`config.mk`:
```
export PLATFORM = sky130hd
export DESIGN_NAME = key_motion_arbiter
export DESIGN_NICKNAME = d
export VERILOG_FILES = /design/src/rtl/key_motion_arbiter.sv
export SDC_FILE = /design/constraint.sdc
export NUM_CORES = 1
export LEC_CHECK = 0
export CORE_UTILIZATION = 55
export DETAILED_ROUTE_END_ITERATION = 10
export PLACE_DENSITY = 0.75
export RECOVER_POWER = 50
export SLEW_MARGIN = 20
export SYNTH_ARGS = -nofsm -noshare
export SYNTH_HDL_FRONTEND = slang
export SYNTH_SLANG_ARGS = --single-unit
```
`constraint.sdc`:
```
create_clock -name frame_clk -period 7.7 [get_ports frame_clk]
set_input_delay 1.155 -clock frame_clk [delete_from_list [all_inputs] [get_ports frame_clk]]
set_output_delay 1.155 -clock frame_clk [all_outputs]
set_load 0.1 [all_outputs]
```
`src/rtl/key_motion_arbiter.sv`:
```
// Picks one direction keycode from four HID key slots for the ball motion block, with a frame holdoff after each new selection.
// Optional macro KEY_LATCH_EN: keep the last keycode on ACTIVE->IDLE instead of clearing it to 8'h00.
module key_motion_arbiter #(
    parameter int          HOLDOFF_FRAMES = 4,
    parameter logic [7:0]  KEY_UP         = 8'h1A,
    parameter logic [7:0]  KEY_DOWN       = 8'h16,
    parameter logic [7:0]  KEY_LEFT       = 8'h04,
    parameter logic [7:0]  KEY_RIGHT      = 8'h07
) (
    input  logic        frame_clk,
    input  logic        Reset_n,
    input  logic [31:0] keycodes,
    output logic [7:0]  keycode_out,
    output logic        key_valid,
    output logic        dir_change,
    output logic [1:0]  dbg_state
);

    localparam int CW = (HOLDOFF_FRAMES > 0) ? $clog2(HOLDOFF_FRAMES + 1) : 1;
    localparam logic [CW-1:0] CNT_LOAD = (HOLDOFF_FRAMES > 0) ? CW'(HOLDOFF_FRAMES - 1) : '0;

    typedef enum logic [1:0] {IDLE = 2'd0, HOLDOFF = 2'd1, ACTIVE = 2'd2} state_t;

    state_t        r_state, w_state_n;
    logic [CW-1:0] r_cnt, w_cnt_n;
    logic [31:0]   r_prev;
    logic [7:0]    r_key, w_key_n;
    logic          r_valid, w_valid_n;
    logic          r_dc, w_dc_n;

    logic [3:0]    w_dir, w_new, w_new_other;
    logic          w_cur_present;
    logic          w_sel;
    logic [7:0]    w_sel_key;

    function automatic logic [7:0] slot_of(input logic [31:0] v, input int i);
        return v[i*8 +: 8];
    endfunction

    function automatic logic is_dir(input logic [7:0] k);
        return (k == KEY_UP) || (k == KEY_DOWN) || (k == KEY_LEFT) || (k == KEY_RIGHT);
    endfunction

    function automatic logic in_word(input logic [7:0] k, input logic [31:0] v);
        return (k == v[7:0]) || (k == v[15:8]) || (k == v[23:16]) || (k == v[31:24]);
    endfunction

    // Walking downward leaves the lowest-index marked slot as the result.
    function automatic logic [7:0] pick_lowest(input logic [3:0] m, input logic [31:0] v);
        logic [7:0] res;
        res = '0;
        for (int i = 3; i >= 0; i--) begin
            if (m[i]) res = slot_of(v, i);
        end
        return res;
    endfunction

    always_comb begin : decode
        w_dir         = '0;
        w_new         = '0;
        w_new_other   = '0;
        w_cur_present = 1'b0;
        for (int i = 0; i < 4; i++) begin
            w_dir[i]       = is_dir(slot_of(keycodes, i));
            w_new[i]       = w_dir[i] && !in_word(slot_of(keycodes, i), r_prev);
            w_new_other[i] = w_new[i] && (slot_of(keycodes, i) != r_key);
            if (w_dir[i] && (slot_of(keycodes, i) == r_key)) w_cur_present = 1'b1;
        end
    end

    always_comb begin : next_state
        w_state_n = r_state;
        w_cnt_n   = r_cnt;
        w_key_n   = r_key;
        w_valid_n = r_valid;
        w_sel     = 1'b0;
        w_sel_key = '0;
        case (r_state)
            IDLE: begin
                if (|w_dir) begin
                    w_sel     = 1'b1;
                    w_sel_key = (|w_new) ? pick_lowest(w_new, keycodes) : pick_lowest(w_dir, keycodes);
                end
            end
            HOLDOFF: begin
                if (r_cnt == '0) w_state_n = ACTIVE;
                else             w_cnt_n   = r_cnt - CW'(1);
            end
            ACTIVE: begin
                if (|w_new_other) begin
                    w_sel     = 1'b1;
                    w_sel_key = pick_lowest(w_new_other, keycodes);
                end else if (!w_cur_present) begin
                    if (|w_dir) begin
                        w_sel     = 1'b1;
                        w_sel_key = (|w_new) ? pick_lowest(w_new, keycodes) : pick_lowest(w_dir, keycodes);
                    end else begin
                        w_state_n = IDLE;
                        w_valid_n = 1'b0;
`ifdef KEY_LATCH_EN
                        w_key_n   = r_key;
`else
                        w_key_n   = '0;
`endif
                    end
                end
            end
            default: w_state_n = IDLE;
        endcase
        if (w_sel) begin
            w_key_n   = w_sel_key;
            w_valid_n = 1'b1;
            if (HOLDOFF_FRAMES == 0) begin
                w_state_n = ACTIVE;
                w_cnt_n   = '0;
            end else begin
                w_state_n = HOLDOFF;
                w_cnt_n   = CNT_LOAD;
            end
        end
        // The pulse tracks the value itself, so a reselection of the same key stays silent.
        w_dc_n = (w_key_n != r_key);
    end

    always_ff @(posedge frame_clk or negedge Reset_n) begin
        if (!Reset_n) begin
            r_state <= IDLE;
            r_cnt   <= '0;
            r_prev  <= '0;
            r_key   <= '0;
            r_valid <= 1'b0;
            r_dc    <= 1'b0;
        end else begin
            r_state <= w_state_n;
            r_cnt   <= w_cnt_n;
            r_prev  <= keycodes;
            r_key   <= w_key_n;
            r_valid <= w_valid_n;
            r_dc    <= w_dc_n;
        end
    end

    assign keycode_out = r_key;
    assign key_valid   = r_valid;
    assign dir_change  = r_dc;
    assign dbg_state   = r_state;

endmodule

```
# Word level (Yosys, flattened, before mapping)
# Cells that the tools add are included.
[totals]
register_bits = 47
latch_bits = 0
ram_bits = 0
rom_bits = 0
inputBits = 34
out_inout_bits = 12
elab_cells = 153
memories = 0
[op_classes]
n_addsub = 1
mul = 0
div = 0
order_cmp = 0
n_eq_ne = 52
n_shift = 0
mux = 44
bitwise = 0
reduce_logical = 50
[ops]
columns = ["operator", "count"]
rows = [
  ["8-bit 2-to-1 mux", 21],
  ["8-bit == test", 20],
  ["8-bit by 3-bit == test with 1-bit output, second input constant", 8],
  ["8-bit by 5-bit == test with 1-bit output, second input constant", 8],
  ["8-bit inequality test", 5],
  ["1-bit logical OR", 24],
  ["8-bit one-hot mux with 2 select lines", 1],
  ["1-bit logical AND", 12],
  ["1-bit 2-to-1 mux", 12],
  ["3-bit inequality test, second input constant", 4],
  ["4-bit OR reduction", 3],
  ["2-bit 2-to-1 mux", 5],
  ["3-bit 2-to-1 mux", 3],
  ["2-bit inequality test, second input constant", 4],
  ["2-bit one-hot mux with 3 select lines", 1],
  ["5-bit AND reduction", 1],
  ["1-bit zero test", 4],
  ["4-bit AND reduction", 1],
  ["2-bit nonzero test", 2],
  ["3-bit zero test", 1],
  ["3-bit by 1-bit subtractor with 3-bit output, second input constant", 1],
  ["2-bit by 1-bit == test with 1-bit output, second input constant", 1],
  ["2-bit == test, second input constant", 1],
  ["2-bit zero test", 1],
  ["3 further kinds", 3],
]

# Longest topological paths before layout
[depth]
depth_word = 17
ltp_mapped = 14
ltp_nobuf = 11

# Worst setup path after synthesis
# No wires, ideal clock.
[synth_timing]
path_kind = "input to register"
from = "input port keycodes[20]"
to = "register r_dc (netlist: dir_change)"
setup_ps = 131
arrival_ps = 3976
t_required_ps = 7569
slack_ps = 3593
cell_stages = 13
n_path_buf = 2
path_cell_list = "buf_4 or3b_1 o32a_1 a21o_1 a21oi_2 and2_1 buf_6 a22oi_2 a211oi_4 mux2_1 o2bb2ai_1 or4_1 or3_1"
[synth_between]
elab_chain_cells = 16
elab_cells_between_ends = 49
cone_classes = "eq/ne (11); mux (25); reduce/logical (13)"
[synth_lines]
columns = ["item", "line_no", "source"]
rows = [
  ["start: declaration", "12", "input logic [31:0] keycodes,"],
  ["8-bit == test", "45", "return (k == v[7:0]) || (k == v[15:8]) || (k == v[23:16]) || (k == v[31:24]);"],
  ["1-bit logical OR (3 in series)", "45", ""],
  ["1-bit zero test", "65", "w_new[i] = w_dir[i] && !in_word(slot_of(keycodes, i), r_prev);"],
  ["1-bit logical AND", "65", ""],
  ["8-bit 2-to-1 mux (3 in series)", "53", "if (m[i]) res = slot_of(v, i);"],
  ["8-bit 2-to-1 mux", "96", "w_sel_key = (|w_new) ? pick_lowest(w_new, keycodes) : pick_lowest(w_dir, keycodes);"],
  ["8-bit 2-to-1 mux", "80", "if (|w_dir) begin"],
  ["8-bit 2-to-1 mux", "93", "end else if (!w_cur_present) begin"],
  ["8-bit 2-to-1 mux", "90", "if (|w_new_other) begin"],
  ["8-bit one-hot mux with 2 select lines", "78", "case (r_state)"],
  ["8-bit 2-to-1 mux *", "110", "if (w_sel) begin"],
  ["8-bit inequality test *", "122", "w_dc_n = (w_key_n != r_key);"],
  ["named net w_dc_n", "29", "logic r_dc, w_dc_n;"],
  ["end signal: assignment", "139", "r_dc <= w_dc_n;"],
  ["end: declaration", "29", ""],
]
# The timed path passes the listed nets; every way through them passes the cells marked *.
# A chain may end at the register's enable or synchronous reset.

# Final worst setup path
[layout_timing]
from = "input port keycodes[2]"
to = "register r_dc (netlist: dir_change)"
[layout_between]
elab_chain_cells = 14
elab_cells_between_ends = 45
cone_classes = "eq/ne (11); mux (21); reduce/logical (13)"
[layout_lines]
columns = ["item", "line_no"]
rows = [
  ["8-bit == test or 8-bit by 5-bit == test with 1-bit output (tied branches)", "45, 41"],
  ["1-bit logical OR, on equally long branches (3 in series)", "45, 41"],
  ["1-bit zero test or 1-bit logical AND (tied branches)", "65, 67"],
  ["1-bit logical AND or 1-bit 2-to-1 mux (tied branches)", "65, 67"],
  ["4-bit OR reduction, or another cell as far along", "82, 96"],
  ["8-bit 2-to-1 mux or 1-bit 2-to-1 mux (tied branches)", "96, 67"],
  ["8-bit 2-to-1 mux or 1-bit 2-to-1 mux (tied branches)", "80, 67"],
  ["8-bit 2-to-1 mux or 1-bit 2-to-1 mux (tied branches)", "93"],
  ["8-bit 2-to-1 mux or 1-bit 2-to-1 mux (tied branches)", "90"],
  ["8-bit one-hot mux with 2 select lines, or another cell as far along", "78"],
  ["8-bit 2-to-1 mux *", "110"],
  ["8-bit inequality test *", "122"],
  ["named net w_dc_n", "29"],
]
# Marks and branches as above.

==> flow_summary.yaml <==
clocking:
  number_of_setup_buffers_added_after_cts: 0
  clock_sinks: 47
  hold_buffers: 0
  clk_path_buf_depth: 2
  cts_htree_levels: 2
  postCtsResizedCells: 0
  clock_latency_ns: 0.31
  cts.clk_slew.worst_paths_ns: 0.11
  tritoncts_clock_tree: "built"
  tritoncts.num_buffers: 5
  cts_root_buffer: "sky130_fd_sc_hd__clkbuf_8"
global_routing:
  grt_pass1_vias: 3882
  grt_first_pass_wirelength_um: 21590
  largest_net_degree_at_the_start_of_global_routing: 48
  grt-ovfl-total: 0
  grtUsageTotal_pct: 33.80
  antenna_violations_before_repair: 0
hold_path:
  holdPathStages: 2
  hold_start: "key_valid"
  hold_path_class: "flop to flop"
  whs_endpoint: "key_valid"
pwr:
  cellPowerDensity_mw_per_mm2: 166.5
  leakage_nw: 1.804
  post-layout-total-power_uw: 801.7
  vdd.ir_drop.worst_mv: 0.1753
logic_synthesis:
  synth_top_flop_cell: "sky130_fd_sc_hd__dfrtp_1"
  seq_area_frac_synth_pct: 26.30
  post-synth-top-count-cell: "sky130_fd_sc_hd__xnor2_1"
  synth.largest_area_cell: "sky130_fd_sc_hd__dfrtp_1"
  synth_cells: 529
  netlist_top_cells_count: "91 x sky130_fd_sc_hd__xnor2_1, 76 x sky130_fd_sc_hd__xor2_1, 47 x sky130_fd_sc_hd__dfrtp_1"
  synthDistinctLibCells: 63
  synth.top_cells.by_area: "sky130_fd_sc_hd__dfrtp_1 26%, sky130_fd_sc_hd__xnor2_1 18%, sky130_fd_sc_hd__xor2_1 15%"
  yosys_warnings: 0
  syn-cell-area_mm2: 0.004472
  netlist.area_leader.share_pct: 26.30
  synth_edf_count: 0
  mappedNetlistNets: 565
  synth-seq-cells: 47
  synth.avg_cell_area_um2: 8.453
  synth_async_sr_flop_share_pct: 100.0
timing:
  post_route_clock_period_utilization_pct: 66.26
  report.final.hold_viol_count: 0
  setup_repair_after_global_routing_missed_its_margin: "false"
  slew_headroom_pct: -67.59
  setup_tns_ns: 0
  max_slew.worst_pin.slew_ns: 2.514
  clock-skew-final_ns: 0.01447
  timing.fmax_mhz: 196.0
  maxSlewViolCount: 48
  finalWorstPathRequiredPeriod_ns: 5.102
  report.final.setup_viol: 0
critical_path:
  critPathBufInv: 1
  crit_slowest_cell: "sky130_fd_sc_hd__clkdlybuf4s50_1"
  setup_cp_type: "primary input to flop"
  critPathTopFamily: "compound AO/OA/AOI/OAI gates"
  timing.critical_path.arrival_ns: 5.31
  worst-r2r-cell-count: 10
  timing.critical_path.cells: "clkdlybuf4s50_1 > xor2_1 > and4b_1 > o21ai_1 > a21oi_1 > and2_1 > or4_1 > a21oi_2 > o2111a_1 > o32ai_1 > o31a_1 > or3_1"
  crit_path_start: "keycodes[2]"
  ff2ff_setup_slack_ns: 3.92
  r2r-start: "r_prev[12]"
  worst_setup_path_start_kind: "primary input"
  timing.critical_path.fanout_max: 12
  worst_path_required_ns: 7.90
  r2r_endpoint: "dir_change"
  critical_path_depth: 12
  worstSetupEndpointType: "flop"
  cpPeakStageDelay_ns: 0.92
floorplan:
  fp.dieW_um: 92.17
  coreArea_mm2: 0.007807
  die_height_um: 92.17
  initial_utilization_pct: 57.28
  rows: 32
  ioPinCount: 46
  die_area_mm2: 0.008495
routing:
  drt_wl_total_um: 13480
  vias: 3897
  first_iter_violations: 384
  wire_per_inst_um: 21.85
  number_of_iterations_in_the_first_detailed_routing_pass: 5
  drc: 0
  routed.top_layer: "met4"
  wl_met3_um: 1249
  wl_met2_um: 6078
  wirelength_met1_um: 5784
  via_per_inst: 6.316
  postRouteAntennaNets: 0
placement:
  gp_routability_congestion: 0.9800
  port-buffer-count: 45
  hpwlAfterDp_um: 9575
cells_and_area:
  n_antenna_cell: 0
  final_layout_net_count: 550
  area.growth.synth_to_final_pct: 7.667
  post_route_cells_drive_above_1_share_pct: 3.495
run_status:
  violations_in_the_final_reports: "max-capacitance violations, max-slew violations"
  status: "finished, violations left"
job:
  cap_violations: 1
cell type report:
class                   count  area (um^2)
flip-flops and latches     47         1176
multi-input cells         409         2955
repair buffers             45        444.2
inverters                   6        22.52
clock inverters             2        16.27
clock buffers               6        72.57
fillers                   681         2993
well taps                 102        127.6
cell families (layout without fill, tap and decap cells):
logic type | count (synthesis) | after routing | synth area share, %
simple gates | 167 | 167 | 19.89
buf+inv | 73 | 59 | 7.610
fa+ha+maj | 2 | 2 | 0.5595
compound gates | 70 | 70 | 12.20
mux | 3 | 3 | 0.7274
xor+xnor | 167 | 167 | 32.71
flops | 47 | 47 | 26.30
how the worst max path moves through the flow:
| stage | to | slack, ns |
|---|---|---|
| finish | dir_change | 2.60 |
| global route | dir_change | 2.38 |
| CTS | dir_change | 2.69 |
| detailed placement | dir_change | 2.36 |
| global placement | dir_change | 2.32 |
| floorplan | dir_change | 3.59 |
registers in the layout, summed over array words and instances (netlist names):
name,cells
dbg_state,2
dir_change,1
key_valid,1
keycode_out,8
r_cnt,3
r_prev,32
power breakdown:
| group | internal [mW] | leakage (nW) | switching [mW] | total (mW) |
|---|---|---|---|---|
| registers | 0.274 | 0.573 | 0.0407 | 0.315 |
| logic | 0.116 | 1.19 | 0.210 | 0.325 |
| clock network | 0.0656 | 0.0418 | 0.0959 | 0.162 |
per-layer routing:
metal,vias up,global-route usage [%]
met2,222,53.17
met5,-,0
met1,1868,46.14
met4,0,11.46
met3,36,6.965
li1,1771,-
placed cells by master, fill, tap and decap left out, types with 3 or more instances in the layout:
cell type	instances
sky130_fd_sc_hd__a22oi_1	3
sky130_fd_sc_hd__clkbuf_8	5
sky130_fd_sc_hd__nor2b_1	3
sky130_fd_sc_hd__nor2_1	26
sky130_fd_sc_hd__inv_1	6
sky130_fd_sc_hd__and2_1	10
sky130_fd_sc_hd__xor2_1	76
sky130_fd_sc_hd__a2111oi_0	3
sky130_fd_sc_hd__a21o_1	3
sky130_fd_sc_hd__and3_1	4
sky130_fd_sc_hd__nand4_1	26
sky130_fd_sc_hd__dfrtp_1	47
sky130_fd_sc_hd__o211ai_1	6
sky130_fd_sc_hd__nand3_1	9
sky130_fd_sc_hd__o22ai_1	5
sky130_fd_sc_hd__xnor2_1	91
sky130_fd_sc_hd__nor3_1	11
sky130_fd_sc_hd__o21a_1	3
sky130_fd_sc_hd__a21oi_2	3
sky130_fd_sc_hd__nor4_1	22
sky130_fd_sc_hd__o21ai_0	9
sky130_fd_sc_hd__nor3b_1	3
sky130_fd_sc_hd__o21ai_1	3
sky130_fd_sc_hd__dlygate4sd3_1	6
sky130_fd_sc_hd__nand2_1	38
sky130_fd_sc_hd__a21oi_1	8
sky130_fd_sc_hd__or3_1	3
sky130_fd_sc_hd__clkdlybuf4s50_1	38
per-stage QoR:
stage                     hold slack [ns]  cells  utilization [%]  area [um^2]  worst slack [ns]
after floorplan                    0.4782    529                -         4472             3.593
after global placement             0.4692    609            60.54         4727             2.319
after detailed placement           0.4840    609            60.54         4727             2.362
after CTS                          0.5108    617            61.68         4816             2.693
after global routing               0.5542    617            61.67         4815             2.377
final                              0.5095    617            61.67         4815             2.598
worst register-to-register path, delay by kind of cell, from the launching register on:
kind	cells	cell delay (ns)
flip-flops	1	0.46
AO/OA/AOI/OAI	5	1.27
AND/OR/NAND/NOR	4	1.77
XOR/XNOR	1	0.17
Power figures use the tool's default switching activity.
==> RTL change: new RTL, same settings <==
Add an input register stage for `keycodes`; this delays it by one clock.
--- a/src/rtl/key_motion_arbiter.sv
+++ b/src/rtl/key_motion_arbiter.sv
@@ -20,6 +20,12 @@
     localparam logic [CW-1:0] CNT_LOAD = (HOLDOFF_FRAMES > 0) ? CW'(HOLDOFF_FRAMES - 1) : '0;
 
     typedef enum logic [1:0] {IDLE = 2'd0, HOLDOFF = 2'd1, ACTIVE = 2'd2} state_t;
+
+    logic [31:0] keycodes_q;
+
+    always_ff @(posedge frame_clk) begin
+        keycodes_q <= keycodes;
+    end
 
     state_t        r_state, w_state_n;
     logic [CW-1:0] r_cnt, w_cnt_n;
@@ -61,10 +67,10 @@
         w_new_other   = '0;
         w_cur_present = 1'b0;
         for (int i = 0; i < 4; i++) begin
-            w_dir[i]       = is_dir(slot_of(keycodes, i));
-            w_new[i]       = w_dir[i] && !in_word(slot_of(keycodes, i), r_prev);
-            w_new_other[i] = w_new[i] && (slot_of(keycodes, i) != r_key);
-            if (w_dir[i] && (slot_of(keycodes, i) == r_key)) w_cur_present = 1'b1;
+            w_dir[i]       = is_dir(slot_of(keycodes_q, i));
+            w_new[i]       = w_dir[i] && !in_word(slot_of(keycodes_q, i), r_prev);
+            w_new_other[i] = w_new[i] && (slot_of(keycodes_q, i) != r_key);
+            if (w_dir[i] && (slot_of(keycodes_q, i) == r_key)) w_cur_present = 1'b1;
         end
     end
 
@@ -79,7 +85,7 @@
             IDLE: begin
                 if (|w_dir) begin
                     w_sel     = 1'b1;
-                    w_sel_key = (|w_new) ? pick_lowest(w_new, keycodes) : pick_lowest(w_dir, keycodes);
+                    w_sel_key = (|w_new) ? pick_lowest(w_new, keycodes_q) : pick_lowest(w_dir, keycodes_q);
                 end
             end
             HOLDOFF: begin
@@ -89,11 +95,11 @@
             ACTIVE: begin
                 if (|w_new_other) begin
                     w_sel     = 1'b1;
-                    w_sel_key = pick_lowest(w_new_other, keycodes);
+                    w_sel_key = pick_lowest(w_new_other, keycodes_q);
                 end else if (!w_cur_present) begin
                     if (|w_dir) begin
                         w_sel     = 1'b1;
-                        w_sel_key = (|w_new) ? pick_lowest(w_new, keycodes) : pick_lowest(w_dir, keycodes);
+                        w_sel_key = (|w_new) ? pick_lowest(w_new, keycodes_q) : pick_lowest(w_dir, keycodes_q);
                     end else begin
                         w_state_n = IDLE;
                         w_valid_n = 1'b0;
@@ -133,7 +139,7 @@
         end else begin
             r_state <= w_state_n;
             r_cnt   <= w_cnt_n;
-            r_prev  <= keycodes;
+            r_prev  <= keycodes_q;
             r_key   <= w_key_n;
             r_valid <= w_valid_n;
             r_dc    <= w_dc_n;
Check against the original RTL: not equivalent (Yosys sat finds a counterexample within 4 cycles, from zero or initial values and one cycle with Reset_n low).
==> RTL change against the original RTL <==
The flow still finishes with violations (capacitance limit, slew limit); first-iteration DRC count fell by 37%; total power increased by 41%; final area rose by 17%; area after synthesis rose by 15%; routed wire length is 15% higher; global-route usage down 0.50 points; sequential cell count increased by 32; setup slack better by 1100 ps.
==> RTL change: results (changes against the original RTL) <==
| Metric | Value |
|---|---|
| Seq/Total Area, Yosys | `35.2% (+8.9 points)` |
| Tightest Pin Transition | `2640 ps (+125 ps)` |
| Multiplexer area fraction after synthesis | `0.194% (-0.53 points)` |
| Synth top cells by count | `99 x xor2_1, 67 x xnor2_1, 47 x dfrtp_1` |
| Worst EP arrival | `4230 ps (-1080 ps)` |
| Share of layout cells above drive strength 1 | `5.92% (+2.4 points)` |
| Final net count | `588 (+6.9%)` |
| Max VDD drop | `0.000143 V (-19%)` |
| GPL Wtd Cong | `0.993 (+1.3%)` |
| Reg clk slew, reported paths | `90 ps (-20 ps)` |
| CTS H-tree lvls | `3 (+1)` |
| XOR/XNOR Fraction of Synth Area | `28.2% (-4.5 points)` |
| Pleak | `2.24 nW (+24%)` |
| Post-place instance area | `5450 um^2 (+15%)` |
| Max cap viols | `1 (unchanged)` |
| Synthesized net count | `581 (+2.8%)` |
| GRT Util Overall | `33.3% (-0.50 points)` |
| Pins Over Slew Limit | `48 (unchanged)` |
| Adder-Cell Fraction of Synth Area | `0.485% (-0.075 points)` |
| Violated checks | `capacitance limit, slew limit` |
| Synth Area in Compound Gates | `12.9% (+0.69 points)` |
| Largest cells by area after synthesis | `dfrtp_1 23%, xor2_1 17%, dfxtp_1 12%, xnor2_1 11%, nor4_1 2.9%` |
| DPL Wire Length | `10.7 mm (+12%)` |
| Clk_skew | `14.0 ps (-0.515 ps)` |
| Vias per Instance | `6.35 (+0.47%)` |
| Status | `finished, violations left` |
| Worst-Skew Late Latency | `370 ps (+60 ps)` |
## RTL change: cell types whose count changed after synthesis, sizes merged, moves of 6 or more
cell / delta
dfxtp: +32
o22ai: +6
nand2: -9
inv: +7
xor2: +23
xnor2: -24
clkbuf: -17
## RTL change: metal layers
| layer | GRT usage (%) | share of wire, % | vias up |
|---|---|---|---|
| li1 | - | - | 1903 |
| met1 | 44.2 | 42 | 2051 |
| met2 | 52.0 | 45 | 222 |
| met3 | 6.10 | 9.1 | 44 |
| met4 | 17.2 | 3.7 | 0 |
| met5 | 0 | 0 | - |
## RTL change: logic make-up after synthesis
logic type	Yosys count
compound gates	83
buf+inv	62
xor+xnor	166
mux	1
simple gates	152
fa+ha+maj	2
flops	79
## RTL change: final timing paths
path / start / slack, ps / endpoint / cells past startpoint
setup / recovery: keycodes_q[16] / 3720 / dir_change / 11
hold / removal: r_cnt[0] / 470 / r_cnt[0] / 1
setup reg to reg: keycodes_q[16] / 3720 / dir_change / 11
hold reg to reg: r_cnt[0] / 470 / r_cnt[0] / 1
max in group asynchronous: Reset_n / 4590 / key_valid / 1
min in group asynchronous: Reset_n / 1600 / r_prev[14] / 1
## RTL change: cell type report
| cell class | count | share of cell area [%] |
|---|---|---|
| multi-input cells | 404 | 53.2 |
| flip-flops and latches | 79 | 32.1 |
| repair buffers | 45 | 7.85 |
| well taps | 108 | 2.39 |
| clock buffers | 9 | 2.19 |
| clock inverters | 7 | 1.39 |
| inverters | 13 | 0.863 |
## RTL change: stage by stage
step	setup slack (ps)	util (%)	cells
after floorplan	4060	-	545
after global placement	3910	61.3	649
after detailed placement	3800	61.3	649
after CTS	3790	63.6	665
after global routing	3500	63.6	665
final	3720	63.6	665
## RTL change: where the power goes
| part | internal, mW | switching [mW] | total [mW] |
|---|---|---|---|
| Sequential | 0.446 | 0.0852 | 0.531 |
| Combinational | 0.106 | 0.164 | 0.270 |
| Clock | 0.154 | 0.174 | 0.327 |
## RTL change: worst max-delay path: stages (launching register included)
cell and delay (ps):
dfxtp_1 830, nor2_1 160, o2bb2ai_1 200, o21ai_1 680, nor2_1 80, o31a_1 310
or3_1 350, a21o_1 210, o31ai_2 280, o22a_1 180, a31oi_1 60, or4_1 520
